==> src/rtl/spi_pkg.sv <==
`default_nettype none
// +-----------------------------------------------------------------------+
// | spi_pkg : FSM state encoding and SPI clock-mode constants             |
// | Rev 1.0                                                               |
// +-----------------------------------------------------------------------+
package spi_pkg;

    localparam logic [1:0] c_st_wait_idle = 2'd0;
    localparam logic [1:0] c_st_idle      = 2'd1;
    localparam logic [1:0] c_st_active    = 2'd2;

    localparam int c_cpol_idle_low  = 0;
    localparam int c_cpol_idle_high = 1;
    localparam int c_cpha_leading   = 0;
    localparam int c_cpha_trailing  = 1;

endpackage
`default_nettype wire

==> src/rtl/spi_slave_sync.sv <==
`default_nettype none
// +-----------------------------------------------------------------------+
// | spi_slave_sync : parametrised multi-bit flop-chain synchroniser       |
// | Rev 1.0                                                               |
// +-----------------------------------------------------------------------+
module spi_slave_sync
    import spi_pkg::*;
#(
    parameter int WIDTH  = 1,
    parameter int STAGES = 2
) (
    input  logic             clk,
    input  logic             rst,
    input  logic [WIDTH-1:0] d,
    output logic [WIDTH-1:0] q
);

    logic [WIDTH-1:0] r_stage [STAGES];

    always_ff @(posedge clk) begin
        if (rst) begin
            for (int i = 0; i < STAGES; i++) begin
                r_stage[i] <= '0;
            end
        end else begin
            r_stage[0] <= d;
            for (int i = 1; i < STAGES; i++) begin
                r_stage[i] <= r_stage[i-1];
            end
        end
    end

    assign q = r_stage[STAGES-1];

endmodule
`default_nettype wire

==> src/rtl/spi_slave_mode.sv <==
`default_nettype none
// +-----------------------------------------------------------------------+
// | spi_slave_mode : oversampled SPI slave, configurable CPOL/CPHA/order  |
// | Rev 1.0                                                               |
// +-----------------------------------------------------------------------+
module spi_slave_mode
    import spi_pkg::*;
#(
    parameter int               WIDTH       = 8,
    parameter int               CPOL        = 0,
    parameter int               CPHA        = 1,
    parameter int               LSB_FIRST   = 0,
    parameter int               SYNC_STAGES = 2,
    parameter logic [WIDTH-1:0] IDLE_WORD   = '0
) (
    input  logic             clk,
    input  logic             rst,
    input  logic             SS_I,
    input  logic             SCK_I,
    input  logic             IO0_I,
    output logic             IO1_O,
    output logic             IO1_T,
    output logic [WIDTH-1:0] m_data,
    output logic             m_valid,
    input  logic [WIDTH-1:0] s_data,
    input  logic             s_valid,
    output logic             s_ready,
    output logic             tx_underrun,
    output logic             frame_err,
    output logic             busy
);

    localparam int              c_cw          = $clog2(WIDTH);
    localparam logic [c_cw-1:0] c_last        = c_cw'(WIDTH - 1);
    localparam logic            c_cpol        = (CPOL != c_cpol_idle_low);
    localparam logic            c_sample_lead = (CPHA == c_cpha_leading);

    logic [2:0]       w_sync_out;
    logic             w_ss_s, w_sck_s, w_mosi_s, w_norm;
    logic             w_lead, w_trail, w_sample, w_shift, w_load;
    logic             w_in_idle, w_in_active, w_enter;
    logic [1:0]       r_state, w_next_state;
    logic             r_norm_prev, r_word_done, r_io1, r_m_valid;
    logic [c_cw-1:0]  r_rx_cnt, r_tx_cnt;
    logic [WIDTH-2:0] r_rx_sr, w_rx_keep;
    logic [WIDTH-1:0] w_rx_next, r_tx_sr, w_tx_rot, w_tx_word, r_m_data;
    logic             w_load_bit, w_shift_bit;

    spi_slave_sync #(
        .WIDTH  (3),
        .STAGES (SYNC_STAGES)
    ) u_sync (
        .clk (clk),
        .rst (rst),
        .d   ({SS_I, SCK_I, IO0_I}),
        .q   (w_sync_out)
    );

    assign w_ss_s   = w_sync_out[2];
    assign w_sck_s  = w_sync_out[1];
    assign w_mosi_s = w_sync_out[0];
    assign w_norm   = w_sck_s ^ c_cpol;

    always_ff @(posedge clk) begin
        if (rst) begin
            r_state <= c_st_wait_idle;
        end else begin
            r_state <= w_next_state;
        end
    end

    always_comb begin
        w_next_state = r_state;
        case (r_state)
            c_st_wait_idle: if (w_ss_s)  w_next_state = c_st_idle;
            c_st_idle:      if (!w_ss_s) w_next_state = c_st_active;
            c_st_active:    if (w_ss_s)  w_next_state = c_st_idle;
            default:                     w_next_state = c_st_wait_idle;
        endcase
    end

    always_comb begin
        w_in_idle   = (r_state == c_st_idle);
        w_in_active = (r_state == c_st_active);
        busy        = w_in_active;
    end

    assign w_enter  = w_in_idle & ~w_ss_s;
    assign w_lead   = w_in_active & ~w_ss_s &  w_norm & ~r_norm_prev;
    assign w_trail  = w_in_active & ~w_ss_s & ~w_norm &  r_norm_prev;
    assign w_sample = c_sample_lead ? w_lead  : w_trail;
    assign w_shift  = c_sample_lead ? w_trail : w_lead;

    // Mode 0/2 must present bit 0 before the first edge, so it preloads on select.
    assign w_load = c_sample_lead ? (w_enter | (w_shift & r_word_done))
                                  : (w_shift & (r_tx_cnt == '0));

    assign w_tx_word   = s_valid ? s_data : IDLE_WORD;
    assign s_ready     = w_load;
    assign tx_underrun = w_load & ~s_valid;
    assign frame_err   = w_in_active & w_ss_s & (r_rx_cnt != '0);

    // rx keeps only the WIDTH-1 most recent bits; the word is completed by the live bit.
    if (LSB_FIRST != 0) begin : g_lsb_first
        assign w_rx_next   = {w_mosi_s, r_rx_sr};
        assign w_rx_keep   = w_rx_next[WIDTH-1:1];
        assign w_tx_rot    = {r_tx_sr[0], r_tx_sr[WIDTH-1:1]};
        assign w_load_bit  = w_tx_word[0];
        assign w_shift_bit = w_tx_rot[0];
    end else begin : g_msb_first
        assign w_rx_next   = {r_rx_sr, w_mosi_s};
        assign w_rx_keep   = w_rx_next[WIDTH-2:0];
        assign w_tx_rot    = {r_tx_sr[WIDTH-2:0], r_tx_sr[WIDTH-1]};
        assign w_load_bit  = w_tx_word[WIDTH-1];
        assign w_shift_bit = w_tx_rot[WIDTH-1];
    end

    always_ff @(posedge clk) begin
        if (rst) begin
            r_norm_prev <= 1'b0;
            r_rx_cnt    <= '0;
            r_tx_cnt    <= '0;
            r_rx_sr     <= '0;
            r_tx_sr     <= '0;
            r_word_done <= 1'b0;
            r_io1       <= 1'b0;
            r_m_data    <= '0;
            r_m_valid   <= 1'b0;
        end else begin
            r_norm_prev <= w_norm;
            r_m_valid   <= 1'b0;
            if (!w_in_active) begin
                r_rx_cnt    <= '0;
                r_tx_cnt    <= '0;
                r_word_done <= 1'b0;
            end else begin
                if (w_sample) begin
                    r_rx_sr  <= w_rx_keep;
                    r_rx_cnt <= (r_rx_cnt == c_last) ? '0 : r_rx_cnt + 1'b1;
                    if (r_rx_cnt == c_last) begin
                        r_m_valid   <= 1'b1;
                        r_m_data    <= w_rx_next;
                        r_word_done <= 1'b1;
                    end
                end
                if (w_shift) begin
                    r_word_done <= 1'b0;
                    r_tx_cnt    <= (r_tx_cnt == c_last) ? '0 : r_tx_cnt + 1'b1;
                end
            end
            if (w_load) begin
                r_tx_sr <= w_tx_word;
                r_io1   <= w_load_bit;
            end else if (w_shift) begin
                r_tx_sr <= w_tx_rot;
                r_io1   <= w_shift_bit;
            end
        end
    end

    assign IO1_O   = r_io1;
    assign IO1_T   = SS_I;
    assign m_data  = r_m_data;
    assign m_valid = r_m_valid;

endmodule
`default_nettype wire

==> config.mk <==
export PLATFORM = sky130hd
export DESIGN_NAME = spi_slave_mode
export DESIGN_NICKNAME = d
export VERILOG_FILES = /design/src/rtl/spi_pkg.sv /design/src/rtl/spi_slave_sync.sv /design/src/rtl/spi_slave_mode.sv
export SDC_FILE = /design/constraint.sdc
export NUM_CORES = 1
export LEC_CHECK = 0
export BUFFER_PORTS_ARGS = -buffer_cell sky130_fd_sc_hd__buf_2
export CAP_MARGIN = 20
export CORE_UTILIZATION = 49
export CTS_CLUSTER_SIZE = 28
export DETAILED_ROUTE_END_ITERATION = 6
export GPL_TIMING_DRIVEN = 0
export PLACE_DENSITY = 0.74
export SLEW_MARGIN = 40
export SYNTH_ARGS = -nofsm -noshare
export SYNTH_HDL_FRONTEND = slang
export SYNTH_SLANG_ARGS = --single-unit
export TNS_END_PERCENT = 30
==> constraint.sdc <==
create_clock -name clk -period 1.53 [get_ports clk]
set_input_delay 0.0765 -clock clk [delete_from_list [all_inputs] [get_ports clk]]
set_output_delay 0.0765 -clock clk [all_outputs]
set_load 0.01 [all_outputs]
==> metrics.yaml, run 1 <==
finish:
  n_antenna_cell: 0
  num-nets-final: 222
  mostFrequentLayoutCell: "dfxtp_1"
  area_delta_synth_final_pct: 22.1
  final_cell_mix: "dfxtp_1, buf_2, nand2b_1"
  drive_gt1_share_pct: 25.1
  fill_cells: 270
route:
  drt_iter0_drc: 80
  drt_pre_antenna_iters: 4
  drc_errors: 0
  wl_microns: 3190
  wire_per_inst_microns: 12.9
  vias: 1278
  antenna_left: 0
  vias_per_cell: 5.17
clocking:
  cts_root_buf: "clkbuf_4"
  clk_pin_slew_ps: 110
  clk_path_buf_depth: 2
  cts_made_buffers: 5
  clock_latency_ps: 340
  cts.sinks: 39
  ctsHtreeMaxLevel: 2
  cts_tree: "built"
pwr:
  power.total_mw: 1.83
  switching_share_pct: 20.3
  irDropWorstVdd_uv: 640
  p_leak_nw: 0.853
  power.switching_uw: 371
  p_seq_share_pct: 56.3
  power.density_nw_per_um2: 905
  p_clk_share_pct: 38.7
  p_int_mw: 1.46
  p_comb_share_pct: 5.0
worst_setup_path:
  path_buf_inv: 1
  crit_type: "flop to flop"
  cp_top_family: "simple AND/OR/NAND/NOR gates"
  crit_fanout: 8
  critical_path_arrival_ps: 1800
  critPathMaxStageDelay_ps: 420
  required_ps: 1800
  cp_slowest_cell: "or3b_4"
  start_kind: "flop"
  crit_path_end_kind: "flop"
  crit_chain: "or3b_4 -> or3_4 -> buf_6 -> o2bb2ai_1"
worst_hold_path:
  hp-class: "input pin to flop"
timing:
  hold_ws_ps: 150
  finalCritPeriodShare_pct: 100
  finalHoldViolCount: 0
  fmax_ghz: 0.654
  max_slew_margin_pct: 58.1
  clock_skew_ps: 10.7
  setup_viol: 0
  rsz0062_at_grt: "yes"
  fin_crit_ps: 1530
  worst_slack_ps: 0.293
  tightestPinTransition_ps: 629
  drv_slew: 0
flow_run:
  drv_cap: 0
die:
  rows: 20
  ioPinCount: 29
  die-area_sq_um: 3610
  fp.dieH_microns: 60.1
  die_w_microns: 60.1
  core-area_sq_um: 3130
  initial_utilization_pct: 52.9
grt:
  grt_use_met3_pct: 4.55
  overflow: 0
  use_met1_pct: 22.6
  grt_pass1_wl_microns: 5290
  use_met2_pct: 35.3
  grt_use_total_pct: 20.0
  busiest_layer: "met2"
  antenna_found_initial: 0
  grt_pass1_vias: 1236
  grt_max_degree: 13
outcome:
  status: "complete, no violations"
yosys:
  yosys-top-cells-area: "dfxtp_1, mux2i_1, nand2b_1"
  syn-cell-area_sq_um: 1660
  ys_types: 28
  avgSynthCellArea_sq_um: 10.1
  ys_seq_area_share_pct: 47.2
  syn_inst: 164
  synth_top_area_cell: "dfxtp_1"
  ys_ff_latch: 39
  syn-num-nets: 184
  yosysWarnings: 0
  synth_top_area_share_pct: 47.2
placed_design:
  gp_congestion: 0.744
  place_ws_ps: -89.6
  numPortBuffers: 28
  dp_hpwl_microns: 2260
==> state kept, by name, indices dropped and copies added, names as in the netlist <==
register / cells
r_tx_cnt: 3
m_valid: 1
IO1_O: 1
r_state: 2
r_norm_prev: 1
m_data: 8
r_rx_sr: 7
u_sync.r_stage: 6
r_rx_cnt: 3
r_tx_sr: 7
==> cells in the mapped netlist (all sizes together) <==
| library cell | n |
|---|---|
| ha | 6 |
| dfxtp | 39 |
| and3b | 1 |
| a21oi | 9 |
| nor3b | 2 |
| and4b | 8 |
| mux2i | 15 |
| clkbuf | 5 |
| o211ai | 3 |
| xnor2 | 1 |
| nand4 | 3 |
| nor2 | 5 |
| nor3 | 2 |
| nand3b | 1 |
| o21ai | 7 |
| or3 | 1 |
| or3b | 1 |
| buf | 3 |
| a211oi | 1 |
| o2bb2ai | 8 |
| nand2 | 7 |
| nand2b | 18 |
| inv | 6 |
| nor2b | 10 |
| and2 | 2 |
==> worst register-to-register path: stages (launching register included) <==
cell and delay, ps:
dfxtp_4 390, or3b_4 420, or3_4 380, buf_6 140
o2bb2ai_1 130
==> power by group through the flow <==
stage	Clock (mW)	Sequential (mW)	Combinational [mW]
floorplan	0	1.05	0.0506
global placement	0	1.05	0.0791
detailed placement	0	1.05	0.0820
CTS	0.723	1.03	0.0910
global route	0.767	1.03	0.101
finish	0.708	1.03	0.0912
==> layout make-up <==
type	instances	area (sq um)	share of cell area, %
clock buffer	6	51.3	2.54
tap	44	55.1	2.72
sequential	39	788	39.0
buffer	7	42.5	2.11
clock inverter	2	35.0	1.73
multi-input combinational	111	848	42.0
timing repair buffer	32	178	8.79
inverter	6	22.5	1.11
==> timing repair <==
item | CTS | global route
setup endpoints to repair | 26 | 16
gates resized for setup | 9 | 7
hold endpoints to repair | 3 | 0
hold buffers | 3 | 0
pin swaps | 0 | 2
gates cloned | 0 | 0
setup buffers | 1 | 0
==> worst paths after layout <==
check	from	to	slack [ps]	cells past startpoint
worst max-delay path	r_state[0]	r_tx_sr[2]	0.3	4
worst min register to register	u_sync.r_stage[0][1]	u_sync.r_stage[0][4]	450	1
worst max register to register	r_state[0]	r_tx_sr[2]	0.3	4
worst min-delay path	rst	IO1_O	150	4
==> routing by layer <==
metal / wire length (microns) / share of wire, %
met1: 1450 / 45
met2: 1600 / 50
met3: 110 / 3.4
met4: 35 / 1.1
met5: 0 / 0
==> stage by stage <==
step / instances / instance area, sq um / TNS, ps / utilization [%]
floorplan: 164 / 1660 / 0 / -
global placement: 236 / 1850 / -31.1 / 59.2
detailed placement: 236 / 1850 / -780 / 59.2
CTS: 247 / 2000 / -3.35 / 64.1
global route: 247 / 2020 / -171 / 64.6
finish: 247 / 2020 / 0 / 64.6
==> logic make-up after synthesis <==
kind of cell               after synthesis  synth area share [%]
muxes                                   15                  9.07
buffers and inverters                   14                  3.93
and+or+nand+nor                         61                  23.9
xor gates and xnor gates                 1                 0.529
adders and majority gates                6                  4.54
DFF                                     39                  47.2
AOI/OAI and AO/OA                       28                  10.9
No activity file was read; power rests on OpenSTA's default activity.
==> run 2: changes to the inputs <==
--- a/config.mk
+++ b/config.mk
@@ -8,9 +8,11 @@
 export BUFFER_PORTS_ARGS = -buffer_cell sky130_fd_sc_hd__buf_2
 export CAP_MARGIN = 20
-export CORE_UTILIZATION = 49
+export CELL_PAD_IN_SITES_DETAIL_PLACEMENT = 0
+export CELL_PAD_IN_SITES_GLOBAL_PLACEMENT = 2
+export CORE_UTILIZATION = 31
 export CTS_CLUSTER_SIZE = 28
 export DETAILED_ROUTE_END_ITERATION = 6
 export GPL_TIMING_DRIVEN = 0
-export PLACE_DENSITY = 0.74
+export PLACE_DENSITY_LB_ADDON = 0.1
 export SLEW_MARGIN = 40
 export SYNTH_ARGS = -nofsm -noshare
==> constraint.sdc (replaced) <==
create_clock -name clk -period 1.53 [get_ports clk]
set_input_delay 0.306 -clock clk [delete_from_list [all_inputs] [get_ports clk]]
set_output_delay 0.306 -clock clk [all_outputs]
set_load 0.01 [all_outputs]
==> metrics.yaml, run 2 (synthesis gave the netlist of run 1 again) <==
flow_run:
  drv_cap: 0  # unchanged
die:
  die-area_sq_um: 5640  # +56%
  die_w_microns: 75.1  # +25%
  rows: 26  # +30%
  initial_utilization_pct: 32.2  # -21 points
  ioPinCount: 29  # unchanged
  fp.dieH_microns: 75.1  # +25%
  core-area_sq_um: 5140  # +64%
clocking:
  cts.sinks: 39  # unchanged
  ctsHtreeMaxLevel: 2  # unchanged
  clock_latency_ps: 280  # -60 ps
  clk_path_buf_depth: 2  # unchanged
  cts_root_buf: "clkbuf_8"
  clk_pin_slew_ps: 70  # -40 ps
  cts_made_buffers: 5  # unchanged
  cts_tree: "built"
route:
  vias_per_cell: 4.65  # -10%
  vias: 1283  # +0.39%
  drt_pre_antenna_iters: 4  # unchanged
  wl_microns: 3250  # +1.8%
  wire_per_inst_microns: 11.8  # -8.9%
  drc_errors: 0  # unchanged
  antenna_left: 0  # unchanged
  drt_iter0_drc: 17  # -79%
timing:
  finalHoldViolCount: 0  # unchanged
  rsz0062_at_grt: "yes"
  fmax_ghz: 0.656  # +0.41%
  max_slew_margin_pct: 58.8  # +0.71 points
  clock_skew_ps: 4.23  # -6.43 ps
  fin_crit_ps: 1520  # -6.21 ps
  tightestPinTransition_ps: 619  # -10.6 ps
  setup_viol: 0  # unchanged
  finalCritPeriodShare_pct: 99.6  # -0.41 points
  hold_ws_ps: 230  # +80.7 ps
  drv_slew: 0  # unchanged
grt:
  grt_use_total_pct: 13.0  # -7.0 points
  antenna_found_initial: 0  # unchanged
  overflow: 0  # unchanged
  grt_max_degree: 13  # unchanged
  grt_pass1_wl_microns: 5430  # +2.6%
  grt_pass1_vias: 1196  # -3.2%
finish:
  fin_area_sq_um: 2110  # +4.2%
  mostFrequentLayoutCell: "dfxtp_1"
  num-nets-final: 225  # +1.4%
  n_antenna_cell: 0  # unchanged
  area_delta_synth_final_pct: 27.2
  drive_gt1_share_pct: 32.0  # +6.9 points
  fin_util_pct: 41.0  # -24 points
  fill_cells: 532  # +97%
  final_cell_mix: "dfxtp_1, buf_2, nand2b_1"
  multi_input_area_sq_um: 856  # +0.88%
  largest_reg_flops: 8  # unchanged
  seq_area_sq_um: 797  # +1.1%
pwr:
  power.total_mw: 1.88  # +2.6%
  p_comb_share_pct: 4.9  # about the same
  power.switching_uw: 398  # +7.1%
  switching_share_pct: 21.2  # +0.89 points
  p_clk_share_pct: 40.4  # +1.7 points
  power.density_nw_per_um2: 891  # -1.5%
  p_leak_nw: 0.884  # +3.6%
  irDropWorstVdd_uv: 621  # -2.9%
  p_seq_share_pct: 54.7  # -1.6 points
  p_int_mw: 1.48  # +1.5%
worst_setup_path:
  critPathMaxStageDelay_ps: 340  # -80 ps
  reg2reg_depth: 4  # unchanged
  crit_chain: "inv_2 -> ha_4 -> nand2b_4 -> nor3_2 -> buf_2"
  required_ps: 1220  # -580 ps
  start_kind: "flop"
  crit_fanout: 10  # +2
  cp_top_family: "flip-flops"
  cp_slowest_cell: "dfxtp_1"
  crit_type: "flop to primary output"
  ff2ff_setup_slack_ps: 30  # +30 ps
  r2r_end: "IO1_O"
  path_buf_inv: 2  # +1
  critical_path_arrival_ps: 1220  # -580 ps
  crit_path_end_kind: "primary output"
  r2r_start: "r_state[0]"
placed_design:
  numPortBuffers: 28  # unchanged
  place_area_sq_um: 1880  # +1.8%
  gp_congestion: 0.674  # -9.5%
  dp_hpwl_microns: 2280  # +1.0%
worst_hold_path:
  hold_path_depth: 2  # -2
  hp-class: "input pin to flop"
  min_to: "u_sync.r_stage[0][1]"
  worstHoldStart: "SCK_I"
outcome:
  status: "complete, no violations"
## run 2: changes by cell type in the layout (fill, tap and decap cells not counted), sizes merged
cell	previous run	this run
buf	31	38
dlygate4sd3	3	0
bufinv	1	0
clkinv	1	0
clkinvlp	0	1
## run 2: timing repair
item                       4_1_cts  5_1_grt
hold buffers                     0        0
setup endpoints to repair       29       20
gates resized for setup         21        6
pin swaps                        5        0
buffers inserted                 7        0
cloned                           0        0
## run 2: routing by layer
| layer | GRT usage (%) | part of all wire (%) | wire [microns] |
|---|---|---|---|
| met1 | 15.5 | 49 | 1590 |
| met2 | 21.7 | 45 | 1450 |
| met3 | 4.02 | 5.2 | 169 |
| met4 | 5.66 | 1.3 | 42 |
| met5 | 0 | 0 | 0 |
## run 2: per-stage QoR
step / setup TNS, ps / setup WS, ps / cells
6_report: 0 / 6.50 / 276
5_1_grt: -518 / -102 / 276
4_1_cts: -40.6 / -30.8 / 276
3_5_place_dp: -3600 / -246 / 262
3_3_place_gp: -4180 / -247 / 262
2_1_floorplan: 0 / 47.1 / 164
## run 2: how the worst max path moves through the flow
stage	start	to	slack, ps	cells past startpoint
final	r_tx_cnt[1]	tx_underrun	7	5
after CTS	u_sync.r_stage[0][5]	tx_underrun	-30	4
after global routing	u_sync.r_stage[0][5]	tx_underrun	-100	4
after global placement	rst	r_rx_cnt[2]	-250	6
after floorplan	r_state[1]	tx_underrun	50	3
after detailed placement	rst	r_rx_cnt[1]	-250	6
## run 2: cell type report
type,count,share of cell area [%]
multi-input cells,111,40.6
plain buffers,7,2.20
repair buffers,35,9.15
clock inverters,1,0.357
clock buffers,7,4.58
well taps,70,4.16
flip-flops and latches,39,37.8
inverters,6,1.07
## run 2: power by group through the flow
stage	clock [mW]	combinational [mW]	sequential, mW
final	0.758	0.0920	1.03
after global routing	0.833	0.104	1.03
after CTS	0.794	0.0925	1.03
after detailed placement	0	0.0825	1.05
after global placement	0	0.0821	1.05
after floorplan	0	0.0506	1.05
## run 2: worst register-to-register path: stages, from the launching register on
cell and delay [ps]:
dfxtp_4 370, or3b_4 430, or3_1 370, buf_6 140, o2bb2ai_1 120
